<file path="config.mk">
export PLATFORM = sky130hd
export DESIGN_NAME = wr_mem_mc
export DESIGN_NICKNAME = d
export VERILOG_FILES = /design/src/rtl/wr_mem_mc.sv
export SDC_FILE = /design/constraint.sdc
export NUM_CORES = 1
export LEC_CHECK = 0
export ABC_AREA = 1
export CORE_AREA = 4 4 188 190
export DETAILED_ROUTE_END_ITERATION = 8
export DIE_AREA = 0 0 192 194
export SLEW_MARGIN = 0
export SYNTH_ARGS = -nofsm -noshare
export SYNTH_HDL_FRONTEND = slang
export SYNTH_SLANG_ARGS = --single-unit
</file>
<file path="constraint.sdc">
create_clock -name cmd_clk -period 1.7 [get_ports cmd_clk]
set_input_delay 0.34 -clock cmd_clk [delete_from_list [all_inputs] [get_ports cmd_clk]]
set_output_delay 0.34 -clock cmd_clk [all_outputs]
set_load 0.02 [all_outputs]
</file>
<file path="src/rtl/wr_mem_mc.sv">
`default_nettype none
// ============================================================================
// Module   : wr_mem_mc
// Brief    : Multi-channel DRAM write engine. Drains per-input line FIFOs
//            into one MIG user write port, one fixed-length burst at a time,
//            granting requesting channels round-robin.
// Revision : 1.0 - initial release
// ============================================================================
module wr_mem_mc #(
  parameter int NUM_CH      = 2,
  parameter int CH_BITS     = 1,
  parameter int BRST_LEN    = 64,
  parameter int PWIDTH      = 16,
  parameter int DISP_HSTART = 0
) (
  input  logic                  cmd_clk,
  input  logic                  mem_rst,
  input  logic                  calib_done,
  // MIG command port
  output logic                  cmd_en,
  output logic [2:0]            cmd_instr,
  output logic [5:0]            cmd_bl,
  output logic [29:0]           cmd_byte_addr,
  input  logic                  cmd_full,
  // MIG write port
  output logic                  wr_en,
  output logic [127:0]          wr_data,
  output logic [15:0]           wr_mask,
  input  logic                  wr_full,
  input  logic                  wr_empty,
  // DRAM port arbiter
  input  logic                  arb_grant,
  // Channel FIFOs
  input  logic [NUM_CH-1:0]     ch_en,
  input  logic [NUM_CH-1:0]     ch_ready,
  input  logic [NUM_CH-1:0]     ch_valid,
  input  logic [NUM_CH*128-1:0] ch_data,
  input  logic [NUM_CH*11-1:0]  ch_line,
  input  logic [NUM_CH-1:0]     ch_half,
  input  logic [NUM_CH-1:0]     ch_bank,
  output logic [NUM_CH-1:0]     ch_rd_en,
  // Status
  output logic [NUM_CH-1:0]     done,
  output logic [NUM_CH-1:0]     err_uf,
  output logic                  busy
);

  localparam int SEL_W = (NUM_CH > 1) ? $clog2(NUM_CH) : 1;
  localparam int CNT_W = 7;
  localparam logic [CNT_W-1:0] LAST_BEAT = CNT_W'(BRST_LEN - 1);
  // Column byte offset of the first displayed pixel; 13-bit wrap is intended.
  localparam logic [12:0] HB_COL = 13'(DISP_HSTART * (PWIDTH / 8));

  typedef enum logic [1:0] {
    S_IDLE = 2'd0,
    S_ARB  = 2'd1,
    S_WRD  = 2'd2,
    S_CMD  = 2'd3
  } state_t;

  state_t             state_q, state_d;
  logic [SEL_W-1:0]   last_q, last_d;
  logic [SEL_W-1:0]   sel_q, sel_d;
  logic [10:0]        line_q, line_d;
  logic               half_q, half_d;
  logic               bank_q, bank_d;
  logic [CNT_W-1:0]   cnt_q, cnt_d;
  logic               cmd_en_q, cmd_en_d;
  logic [29:0]        addr_q, addr_d;
  logic [NUM_CH-1:0]  done_q, done_d;
  logic [NUM_CH-1:0]  err_q, err_d;

  logic [NUM_CH-1:0]  req;
  logic               gnt_found;
  logic [SEL_W-1:0]   gnt_idx;
  logic               valid_sel;
  logic               xfer;
  logic [12:0]        col;
  logic [29:0]        addr_next;

  assign cmd_instr     = 3'd2;
  assign cmd_bl        = 6'(BRST_LEN - 1);
  assign wr_mask       = 16'd0;
  assign cmd_en        = cmd_en_q;
  assign cmd_byte_addr = addr_q;
  assign done          = done_q;
  assign err_uf        = err_q;
  assign busy          = (state_q != S_IDLE);

  assign req       = ch_en & ch_ready;
  assign valid_sel = ch_valid[sel_q];
  assign xfer      = (state_q == S_WRD) && valid_sel && !wr_full;
  assign wr_en     = xfer;
  assign wr_data   = ch_data[sel_q*128 +: 128];

  // Byte address: {pad, bank, channel, line[10:0], col[12:0]}
  assign col       = half_q ? (HB_COL + 13'd1024) : HB_COL;
  assign addr_next = (30'(bank_q) << (24 + CH_BITS)) | (30'(sel_q) << 24)
                   | (30'(line_q) << 13) | 30'(col);

  // Pop strobe goes only to the channel currently being drained
  always_comb begin
    ch_rd_en        = '0;
    ch_rd_en[sel_q] = xfer;
  end

  // Round-robin search: first requester strictly after the last grant
  always_comb begin
    gnt_found = 1'b0;
    gnt_idx   = '0;
    for (int k = 1; k <= NUM_CH; k++) begin
      if (!gnt_found && req[(int'(last_q) + k) % NUM_CH]) begin
        gnt_found = 1'b1;
        gnt_idx   = SEL_W'((int'(last_q) + k) % NUM_CH);
      end
    end
  end

  // Next-state logic for the burst FSM and its registered outputs
  always_comb begin
    state_d  = state_q;
    last_d   = last_q;
    sel_d    = sel_q;
    line_d   = line_q;
    half_d   = half_q;
    bank_d   = bank_q;
    cnt_d    = cnt_q;
    cmd_en_d = 1'b0;
    addr_d   = addr_q;
    done_d   = '0;
    err_d    = err_q;
    case (state_q)
      S_IDLE: begin
        if (calib_done && wr_empty) state_d = S_ARB;
      end
      S_ARB: begin
        if (gnt_found) begin
          sel_d   = gnt_idx;
          last_d  = gnt_idx;
          line_d  = ch_line[gnt_idx*11 +: 11];
          half_d  = ch_half[gnt_idx];
          bank_d  = ch_bank[gnt_idx];
          cnt_d   = '0;
          state_d = S_WRD;
        end
      end
      S_WRD: begin
        // An empty FIFO head stalls the burst and is flagged, never skipped
        if (!valid_sel) err_d[sel_q] = 1'b1;
        if (xfer) begin
          if (cnt_q == LAST_BEAT) state_d = S_CMD;
          else                    cnt_d   = cnt_q + CNT_W'(1);
        end
      end
      S_CMD: begin
        if (!cmd_full && arb_grant) begin
          cmd_en_d      = 1'b1;
          addr_d        = addr_next;
          done_d[sel_q] = 1'b1;
          state_d       = S_IDLE;
        end
      end
      default: state_d = S_IDLE;
    endcase
  end

  // State and output registers; last starts at NUM_CH-1 so channel 0 wins first
  always_ff @(posedge cmd_clk) begin
    if (mem_rst) begin
      state_q  <= S_IDLE;
      last_q   <= SEL_W'(NUM_CH - 1);
      sel_q    <= '0;
      line_q   <= '0;
      half_q   <= 1'b0;
      bank_q   <= 1'b0;
      cnt_q    <= '0;
      cmd_en_q <= 1'b0;
      addr_q   <= '0;
      done_q   <= '0;
      err_q    <= '0;
    end else begin
      state_q  <= state_d;
      last_q   <= last_d;
      sel_q    <= sel_d;
      line_q   <= line_d;
      half_q   <= half_d;
      bank_q   <= bank_d;
      cnt_q    <= cnt_d;
      cmd_en_q <= cmd_en_d;
      addr_q   <= addr_d;
      done_q   <= done_d;
      err_q    <= err_d;
    end
  end

endmodule
`default_nettype wire

</file>
==> impl_metrics.csv <==
group,metric,value,unit
finish,nets,1513,
floorplan,dieArea,37200,um2
global_routing,grt_start_max_net_pins,36,
global_routing,track_usage,0.120,
sta,final.setup.worst_slack,-0.121,ns
drt,ant_nets,0,
clock_tree,ctsHoldBuffers,0,
worst_setup_path,arrival,1.48,ns
global_routing,grt_pass1_wl,35.1,mm
global_routing,grt_pass1_vias,5762,
floorplan,io_pins,487,
placed_design,port_buffers,445,
synthesis,synthCells,742,
drt,wire_per_inst,14.9,um
sta,period_minus_slack,1.82,ns
worst_hold_path,holdPathEnd,"cmd_byte_addr[21]$_SDFFE_PP0N_",
run_status,violations,"setup timing",
synthesis,yosysTopAreaCellShare,0.458,
drt,firstDrtPassIters,4,
sta,report.final.hold_viol_count,0,
worst_setup_path,path_max_fanout,34,
worst_setup_path,reg2reg_slack,0.04,ns
global_routing,global_route.peak_usage_layer,"met2",
global_routing,overflow,0,
finish,fill_cells,3650,
floorplan,start_util,0.117,
drt,drc,0,
drt,num_vias,5990,
sta,drv_slew,0,
synthesis,netlist_area,3910,um2
clock_tree,cts_sinks,43,
worst_setup_path,rr_endpoint,"cnt_q[6]$_SDFFE_PP0P_",
global_routing,grtUsageMet3,0.0263,
synthesis,ys_seq_area_frac,0.220,
drt,via_per_inst,3.60,
finish,fin_cells,1662,
sta,rsz0062_at_grt,"yes",
pwr,power.density,638,nW/um2
floorplan,num_rows,67,
worst_setup_path,worstReg2RegStart,"sel_q$_SDFFE_PP0P_",
worst_setup_path,critPathKind,"reg -> out",
worst_hold_path,worstHoldStart,"line_q[8]$_SDFFE_PP0P_",
global_routing,met2_usage,0.218,
synthesis,synthFlopType,"dfxtp_1",
clock_tree,cts_max_level,2,
run_status,outcome,"finished with violations",
sta,fin_crit_sh,1.07,
synthesis,synth_warnings,0,
sta,holdWs,0.449,ns
worst_setup_path,crit_required,1.36,ns
clock_tree,insertion_delay,0.28,ns
clock_tree,cts_buffer_depth,2,
worst_setup_path,startpoint_type,"register",
floorplan,die_h,194,um
synthesis,yosysMostFrequentCell,"nand2_1",
drt,first_iter_violations,290,
finish,num_antenna_cells,0,
placed_design,gp_congestion,0.906,
clock_tree,clkTransAtPathRegs,0.06,ns
sta,max_freq,549,MHz
worst_setup_path,reg2reg_depth,9,
worst_hold_path,min_path_type,"reg -> reg",
floorplan,fp.dieW,192,um
worst_hold_path,hold_depth,2,
placed_design,dpl.cell_count,1639,
finish,drive_gt1_frac,0.213,
flow_run,maxCapViolCount,0,
synthesis,yosys-top-cells-area,"nand2_1 46%, dfxtp_1 22%, buf_4 7.9%",
synthesis,synth_edf_count,0,
sta,finClkSkew,0.00482,ns
clock_tree,cts_made_buffers,5,
clock_tree,cts_tree,"built",
sta,tns,-3.53,ns
synthesis,post_synth.cell_area_avg,5.27,um2
floorplan,core_area,33400,um2
sta,setup_viol,75,
synthesis,synth_commonest_cells,"477 x nand2_1, 43 x dfxtp_1, 41 x buf_4",
pwr,peakVddDrop,0.431,mV
placed_design,dp.final_hpwl,20.3,mm
synthesis,synth-async-reset-ratio,0,
pwr,p_leak,4.65,nW
synthesis,ys_seq_elements,43,
synthesis,yosysTopAreaCell,"nand2_1",
finish,syn_to_final_growth,147,%
drt,wl,24.8,mm
global_routing,antenna_found_initial,0,
worst_setup_path,endpoint_kind,"output port",
finish,final_util,0.289,
synthesis,synth_cell_types,33,
global_routing,gr-usage-met1,0.150,
clock_tree,cts_root_buf,"clkbuf_16",
-- per-stage QoR --
| stage | worst slack, ns | total power (W) | instance area, um2 |
|---|---|---|---|
| floorplan | 0.152 | 0.00292 | 4060 |
| global placement | -0.387 | 0.00493 | 9120 |
| detailed placement | -0.417 | 0.00495 | 9120 |
| CTS | -0.146 | 0.00614 | 9480 |
| global route | -0.185 | 0.00657 | 9660 |
| finish | -0.121 | 0.00617 | 9660 |
-- worst max-delay path: stages (launching register included) --
cell and delay [ns]:
dfxtp_4 0.38, inv_8 0.11, buf_12 0.19, nand2_1 0.08
nand2_1 0.13, clkdlybuf4s15_2 0.29
-- logic make-up after synthesis --
family / share of synthesized area
xor gates and xnor gates: 0.00224
buffers and inverters: 0.162
AOI/OAI and AO/OA: 0.0454
other: 0.00192
adders and majority gates: 0.0160
and+or+nand+nor: 0.553
DFF: 0.220
-- cell type report --
cell class	count	area [um2]	share of cell area
clock inverters	3	43.8	0.00453
clock buffers	5	125	0.0130
repair buffers	505	5170	0.535
inverters	38	153	0.0158
flip-flops and latches	43	866	0.0897
multi-input cells	620	2740	0.284
well taps	448	561	0.0580
-- metal layers --
metal / part of all wire / vias up
met5: 0 / -
met4: 0.0055 / 0
met3: 0.086 / 11
met2: 0.50 / 236
met1: 0.41 / 2635
li1: - / 3108
-- where the power goes --
part | leakage, nW | internal [W] | switching (W) | total, W
Sequential | 0.350 | 0.00113 | 0.0000766 | 0.00120
Combinational | 4.22 | 0.00190 | 0.00196 | 0.00387
Clock | 0.0838 | 0.000693 | 0.000400 | 0.00109
-- how the worst max path moves through the flow --
stage / startpoint / end / slack [ns] / cells past startpoint
5_1_grt: sel_q$_SDFFE_PP0P_ / wr_data[29] / -0.18 / 6
2_1_floorplan: state_q[0]$_SDFFE_PP0P_ / ch_rd_en[0] / 0.15 / 7
4_1_cts: sel_q$_SDFFE_PP0P_ / wr_data[29] / -0.15 / 6
3_5_place_dp: wr_full / ch_rd_en[1] / -0.42 / 5
6_report: sel_q$_SDFFE_PP0P_ / wr_data[21] / -0.12 / 5
3_3_place_gp: wr_full / ch_rd_en[0] / -0.39 / 5
-- cells in the final DEF, fill, tap and decap left out, drive strengths merged --
cell	Yosys	final
a31o	1	1
o21ai	2	2
nand2	479	479
clkbuf	16	6
nor3	1	1
clkdlybuf4s15	0	21
nor2	29	29
dfxtp	43	43
buf	64	167
clkdlybuf4s50	0	313
nand4	1	1
conb	2	41
ha	5	5
o21a	1	1
inv	37	37
bufbuf	0	3
nand3	39	39
xor2	1	1
a21oi	5	5
o21bai	1	1
o211ai	13	13
bufinv	0	1
a31oi	1	1
clkinv	1	3
-- sequential cells by signal (all words and copies together), names as in the netlist --
| signal | flops |
|---|---|
| done | 2 |
| err_uf | 2 |
| line_q | 11 |
| sel_q | 1 |
| cnt_q | 7 |
| half_q | 1 |
| last_q | 1 |
| cmd_byte_addr | 14 |
| bank_q | 1 |
| state_q | 2 |
| cmd_en | 1 |
-- what timing repair did --
item,CTS,global route
pin swaps,9,4
resized for setup,551,64
buffers inserted,7,2
endpoints found under the setup margin,126,117
cloned,5,1
Note: power is estimated with default switching activity, not from simulation.
